[src/rtl/cic_interp.sv]
// cic_interp: N-stage CIC interpolator (M=1), one input sample per 2**RATE_LOG2 clocks, one output per clock
// Ports: CLK clock; RST sync active-high reset; x_in/x_valid/x_ready input sample handshake (accept only at phase 0);
//        gain output left-shift 0..7 (latched at phase 0); y_out/y_valid registered saturated output;
//        underrun sticky flag for a phase-0 slot with no valid input.
module cic_interp #(
  parameter int IN_W      = 16,
  parameter int OUT_W     = 16,
  parameter int N_STAGES  = 3,
  parameter int RATE_LOG2 = 6
) (
  input  logic             CLK,
  input  logic             RST,
  input  logic [IN_W-1:0]  x_in,
  input  logic             x_valid,
  output logic             x_ready,
  input  logic [2:0]       gain,
  output logic [OUT_W-1:0] y_out,
  output logic             y_valid,
  output logic             underrun
);
  localparam int W       = IN_W + N_STAGES*RATE_LOG2;
  localparam int SH_BASE = (N_STAGES-1)*RATE_LOG2 + IN_W - OUT_W;
  localparam logic [OUT_W-1:0] MAXV = {1'b0, {(OUT_W-1){1'b1}}};
  localparam logic [OUT_W-1:0] MINV = {1'b1, {(OUT_W-1){1'b0}}};
  logic [RATE_LOG2-1:0] r_phase;
  logic [IN_W-1:0]      r_last;
  logic [W-1:0]         r_d [N_STAGES];
  logic [W-1:0]         r_int [N_STAGES];
  logic [W-1:0]         r_comb;
  logic [2:0]           r_gain;
  logic [N_STAGES:0]    r_vp;
  logic [IN_W-1:0]      w_s;
  logic [W-1:0]         w_c [N_STAGES+1];
  logic [W-1:0]         w_z;
  logic [W-1:0]         w_v;
  logic [OUT_W-1:0]     w_y;
  logic                 w_p0;
  logic                 w_fit;
  assign w_p0    = r_phase == '0;
  assign x_ready = w_p0 & ~RST;
  // a missing sample repeats the previous one so the output holds its level
  assign w_s     = x_valid ? x_in : r_last;
  always_comb begin
    w_c[0] = {{(W-IN_W){w_s[IN_W-1]}}, w_s};
    for (int k = 0; k < N_STAGES; k++) w_c[k+1] = w_c[k] - r_d[k];
  end
  // zero-stuffing: the comb result enters the integrators for one cycle only
  assign w_z   = r_phase == RATE_LOG2'(1) ? r_comb : '0;
  assign w_v   = W'($signed(r_int[N_STAGES-1]) >>> (SH_BASE - 32'(r_gain)));
  assign w_fit = (&w_v[W-1:OUT_W-1]) | ~(|w_v[W-1:OUT_W-1]);
  assign w_y   = w_fit ? w_v[OUT_W-1:0] : (w_v[W-1] ? MINV : MAXV);
  always_ff @(posedge CLK) begin
    if (RST) begin
      r_phase  <= '0;
      r_last   <= '0;
      r_comb   <= '0;
      r_gain   <= '0;
      r_vp     <= '0;
      y_out    <= '0;
      y_valid  <= 1'b0;
      underrun <= 1'b0;
      for (int k = 0; k < N_STAGES; k++) begin
        r_d[k]   <= '0;
        r_int[k] <= '0;
      end
    end else begin
      r_phase <= r_phase + 1'b1;
      if (w_p0) begin
        r_last <= w_s;
        r_gain <= gain;
        r_comb <= w_c[N_STAGES];
        for (int k = 0; k < N_STAGES; k++) r_d[k] <= w_c[k];
        if (!x_valid) underrun <= 1'b1;
      end
      r_int[0] <= r_int[0] + w_z;
      for (int k = 1; k < N_STAGES; k++) r_int[k] <= r_int[k] + r_int[k-1];
      // accept marker travels alongside the sample through the pipeline
      r_vp    <= {r_vp[N_STAGES-1:0], w_p0 & x_valid};
      y_valid <= y_valid | r_vp[N_STAGES];
      y_out   <= w_y;
    end
  end
endmodule
[config.mk]
export PLATFORM = sky130hd
export DESIGN_NAME = cic_interp
export DESIGN_NICKNAME = d
export VERILOG_FILES = /design/src/rtl/cic_interp.sv
export SDC_FILE = /design/constraint.sdc
export NUM_CORES = 1
export LEC_CHECK = 0
export ABC_AREA = 1
export CAP_MARGIN = 20
export CORE_MARGIN = 1
export CORE_UTILIZATION = 66
export CTS_BUF_LIST = sky130_fd_sc_hd__clkbuf_4
export DETAILED_ROUTE_END_ITERATION = 7
export PLACE_DENSITY = 0.93
export RECOVER_POWER = 100
export SLEW_MARGIN = 0
export SYNTH_ARGS = -nofsm -noshare
export SYNTH_HDL_FRONTEND = slang
export SYNTH_SLANG_ARGS = --single-unit
[constraint.sdc]
create_clock -name CLK -period 18.7 [get_ports CLK]
set_input_delay 4.675 -clock CLK [delete_from_list [all_inputs] [get_ports CLK]]
set_output_delay 4.675 -clock CLK [all_outputs]
set_load 0.01 [all_outputs]
======== Word level (Yosys, flattened, before mapping) ========
Memory sizes are Yosys's and may differ from the RTL's.
Cells that the tools add are included.
word-level totals
  bits in registers ....................... 81
  RAM bits ................................ 204
  input port bits ......................... 22
  output and inout bits ................... 19
  word-level logic and storage cells ...... 53
  memories ................................ 2
operators by class
  add/sub/neg operators ................... 8
  eq/ne operators ......................... 1
  shift operators ......................... 1
  muxes and demuxes ....................... 16
  bitwise logic cells ..................... 13
  reduce and logical (&&, ||, !) cells .... 4
memory list
  memory  words  bits a word  rd ports  clocked after Yosys merged registers in  write ports  RTL line  text
  r_d     3      34           3         0                                        3            27        logic [W-1:0] r_d [N_STAGES];
  r_int   3      34           3         0                                        3            28        logic [W-1:0] r_int [N_STAGES];
operator list
  kind                                                                number
  34-bit two-way mux                                                  7
  34-bit adder                                                        3
  34-bit subtractor                                                   3
  16-bit two-way mux                                                  3
  34-bit by 32-bit >>> shifter with 34-bit output                     1
  19-bit AND reduction                                                1
  19-bit OR reduction                                                 1
  1-bit OR                                                            8
  6-bit by 1-bit adder with 6-bit output (second input constant)      1
  6-bit by 1-bit == test with 1-bit output (second input constant)    1
  6-bit logical NOT                                                   1
  1-bit two-way mux                                                   6
  4-bit by 3-bit subtractor with 5-bit output (first input constant)  1
  1-bit inverter                                                      3
  1-bit bitwise AND                                                   2
  2-bit AND reduction                                                 1

======== Logic depth before layout (Yosys ltp) ========
  depth in word-level cells ............... 6
  mapped depth ............................ 42
  depth with buffers taken out ............ 41

======== Worst setup path after synthesis ========
OpenSTA, ideal clock, no wires.
  kind .................................... in2out
  start ................................... input RST
  end ..................................... output x_ready
  arrival time ............................ 5.295 ns
  required time ........................... 14.025 ns
  setup slack ............................. 8.730 ns
  stages .................................. 2
  path buffers ............................ 1
  cells stage by stage .................... nor2_1 clkbuf_1
on the way
  cells in the longest elaborated chain, start to end .. 2
RTL lines
  what               RTL line  text
  start, declared    12        input logic RST,
  1-bit inverter     40        assign x_ready = w_p0 & ~RST;
  1-bit bitwise AND  40
  end, declared      15        output logic x_ready,
No other way between the ends.

======== Worst setup path in the final report ========
Same ends and word-level chain as after synthesis.

==> impl_metrics.json <==
{
  "synthTopCellsByCount": "664 x nand2_1, 462 x inv_1, 371 x nor2_1, 319 x a21oi_1, 244 x o21ai_0",
  "worstMarginPinSlew_ns": 4.01,
  "overflow": 0,
  "grt_max_degree": 90,
  "yosysUniqueCellTypes": 53,
  "cp_max_fo": 50,
  "ff2ff_path_depth": 34,
  "instances_no_fill": 3627,
  "p_leak_nw": 10.9,
  "finalCriticalPeriod_ns": 12.22,
  "r2r_start": "r_last[3]",
  "drt_pass1_iterations": 6,
  "yosys_warnings": 0,
  "ys_seq_elements": 267,
  "drive_gt1_share_pct": 5.02,
  "cellPowerDensity_mw_per_mm2": 161,
  "rsz0062_at_grt": "false",
  "yosysMostFrequentCell": "nand2_1",
  "crit_path_top_delay_cell": "clkbuf_1",
  "peakVddDrop_v": 0.000101,
  "synth-seq-area-share_pct": 29.6,
  "crit_end": "x_ready",
  "io_pins": 41,
  "synthFlopType": "dfxtp_1",
  "finalSetupTns_ns": 0,
  "ctsHtreeMaxLevel": 3,
  "io_buffer_count": 40,
  "start_util_pct": 67.7,
  "path_cells": "buf_2 > clkbuf_1 > nor2_1 > dlygate4sd3_1",
  "r2r_setup_slack_ns": 11.80,
  "synth_top_area_cell": "dfxtp_1",
  "cts_tree": "done",
  "dieArea_mm2": 0.0323,
  "place_inst": 3491,
  "max_stage_delay_ns": 1.81,
  "clk_pin_slew_ns": 0.08,
  "die_x_um": 180,
  "skew_ns": 0.0685,
  "coreArea_mm2": 0.0308,
  "routabilityCongestion": 1.00,
  "finalHoldWorstSlack_ns": 0.401,
  "crit_path_end_kind": "primary output",
  "insertion_delay_ns": 0.80,
  "critPathKind": "input port to primary output",
  "postCtsSetupBuffers": 0,
  "startpoint": "RST",
  "cts_root_buf": "clkbuf_4",
  "ctsResizeCount": 0,
  "nNetsFinal": 3387,
  "ant_nets": 0,
  "drc_errors": 0,
  "vias_per_cell": 5.90,
  "async_flop_share_pct": 0,
  "dp_hpwl_um": 46000,
  "synthesis.area_mm2": 0.0209,
  "grt_pass1_vias": 20800,
  "grt_pass1_wl_um": 97700,
  "synth_edf_count": 84,
  "dr_wl_met3_um": 3640,
  "finalMaxSlewViolations": 344,
  "setup_viol": 0,
  "violations": "max-capacitance violations, max-slew violations",
  "routedWlPerCell_um": 16.5,
  "hold_violations": 0,
  "synthTopCellsByArea": "dfxtp_1 18%, edfxtp_1 12%, nand2_1 12%, ha_1 11%, inv_1 8.3%",
  "num_rows": 64,
  "avgSynthCellArea_um2": 6.70,
  "synth_top_area_share_pct": 17.6,
  "cap_violations": 5,
  "fin_total_pwr_mw": 3.62,
  "worstPathRequired_ns": 14.03,
  "start_kind": "input port",
  "clockBufferDepth": 3,
  "fp.dieH_um": 180,
  "drt_iter0_markers": 1688,
  "fin_crit_sh_pct": 65.3,
  "r2r_end": "r_comb[33]",
  "postCtsHoldBufs": 0,
  "critPathArrivalTime_ns": 7.54,
  "drt-total-wl_um": 60000,
  "antenna_found_initial": 1,
  "grtUsageTotal_pct": 36.8,
  "run_status": "complete, but fails checks",
  "wl_met1_um": 23400,
  "synthCells": 3115,
  "synth_nets": 3330,
  "max_clock_freq_ghz": 0.0818,
  "areaGrowthSynthToFinish_pct": 7.58,
  "top_layer": "met4",
  "met2_length_um": 29500,
  "vias": 21400,
  "maxSlewHeadroom_pct": -167,
  "min_path_type": "register to register",
  "cts_made_buffers": 75,
  "cts_sinks": 267
}
==> state kept, by name (all words and copies together), names as in the netlist <==
signal    count
r_gain        3
r_d          84
y_valid       1
r_phase       6
r_vp          4
r_comb       34
r_int       102
underrun      1
y_out        16
r_last       16
==> placed cells by master (no fill, tap or decap), types with 20 or more instances in the layout <==
cell | netlist | layout
o22ai_1 | 22 | 22
inv_1 | 462 | 463
edfxtp_1 | 84 | 84
a21o_1 | 42 | 42
dfxtp_1 | 183 | 183
nor3_1 | 28 | 28
nand3_1 | 160 | 160
xor2_1 | 39 | 39
nand2_1 | 664 | 664
ha_1 | 185 | 185
dlygate4sd3_1 | 0 | 20
clkbuf_4 | 0 | 108
a31oi_1 | 21 | 21
a21oi_1 | 319 | 319
nand4_1 | 24 | 24
o21bai_1 | 22 | 22
nor2_1 | 371 | 371
o21ai_0 | 244 | 246
==> per-stage QoR <==
| stage | area (um2) | util (%) | worst slack (ns) |
|---|---|---|---|
| after floorplan | 20900 | - | 8.73 |
| after global placement | 21500 | 69.7 | 6.86 |
| after detailed placement | 21500 | 69.7 | 6.56 |
| after CTS | 22500 | 72.9 | 7.34 |
| after global routing | 22500 | 72.8 | 6.20 |
| final | 22500 | 72.8 | 6.48 |
==> layer usage <==
layer	track usage, %	vias up
met5	0	-
met4	22.8	0
li1	-	10500
met1	40.8	9770
met3	5.92	253
met2	65.9	826
==> where the power goes <==
part	leakage, nW	internal [mW]	switching (mW)
sequential	2.42	0.729	0.0554
clock	0.587	0.295	0.274
combinational	7.89	0.784	1.48
total	10.9	1.81	1.81
==> area by class of cell <==
cell class / count / area, um2
Multi-Input combinational cell: 2311 / 12600
Fill cell: 2537 / 8380
Sequential cell: 267 / 6190
Inverter: 468 / 1760
Clock buffer: 108 / 811
Tap cell: 396 / 495
Timing Repair Buffer: 49 / 444
Clock inverter: 27 / 168
Antenna cell: 1 / 2.50
==> how the worst min path moves through the flow <==
stage,start,endpoint,slack (ns),cells past startpoint
CTS,r_vp[1],r_vp[2],0.41,2
detailed placement,r_vp[1],r_vp[2],0.40,2
floorplan,r_vp[0],r_vp[1],0.39,2
finish,r_vp[1],r_vp[2],0.40,2
global route,r_vp[1],r_vp[2],0.42,2
global placement,r_vp[0],r_vp[1],0.39,2
==> critical path, delay by kind of cell <==
| kind | cells | cell delay (ns) |
|---|---|---|
| buf+inv | 3 | 2.61 |
| simple gates | 1 | 0.25 |
==> kinds of logic (layout without fill, tap and decap cells) <==
family,after synthesis,after routing,synth area share [%]
and+or+nand+nor,1303,1303,25.6
AOI/OAI and AO/OA,755,755,20.2
DFF,267,267,29.6
muxes,3,3,0.144
buffers and inverters,537,652,10.1
adders and majority gates,193,193,11.9
xor gates and xnor gates,57,57,2.43
other,0,1,0
No activity file was read; power rests on OpenSTA's default activity.
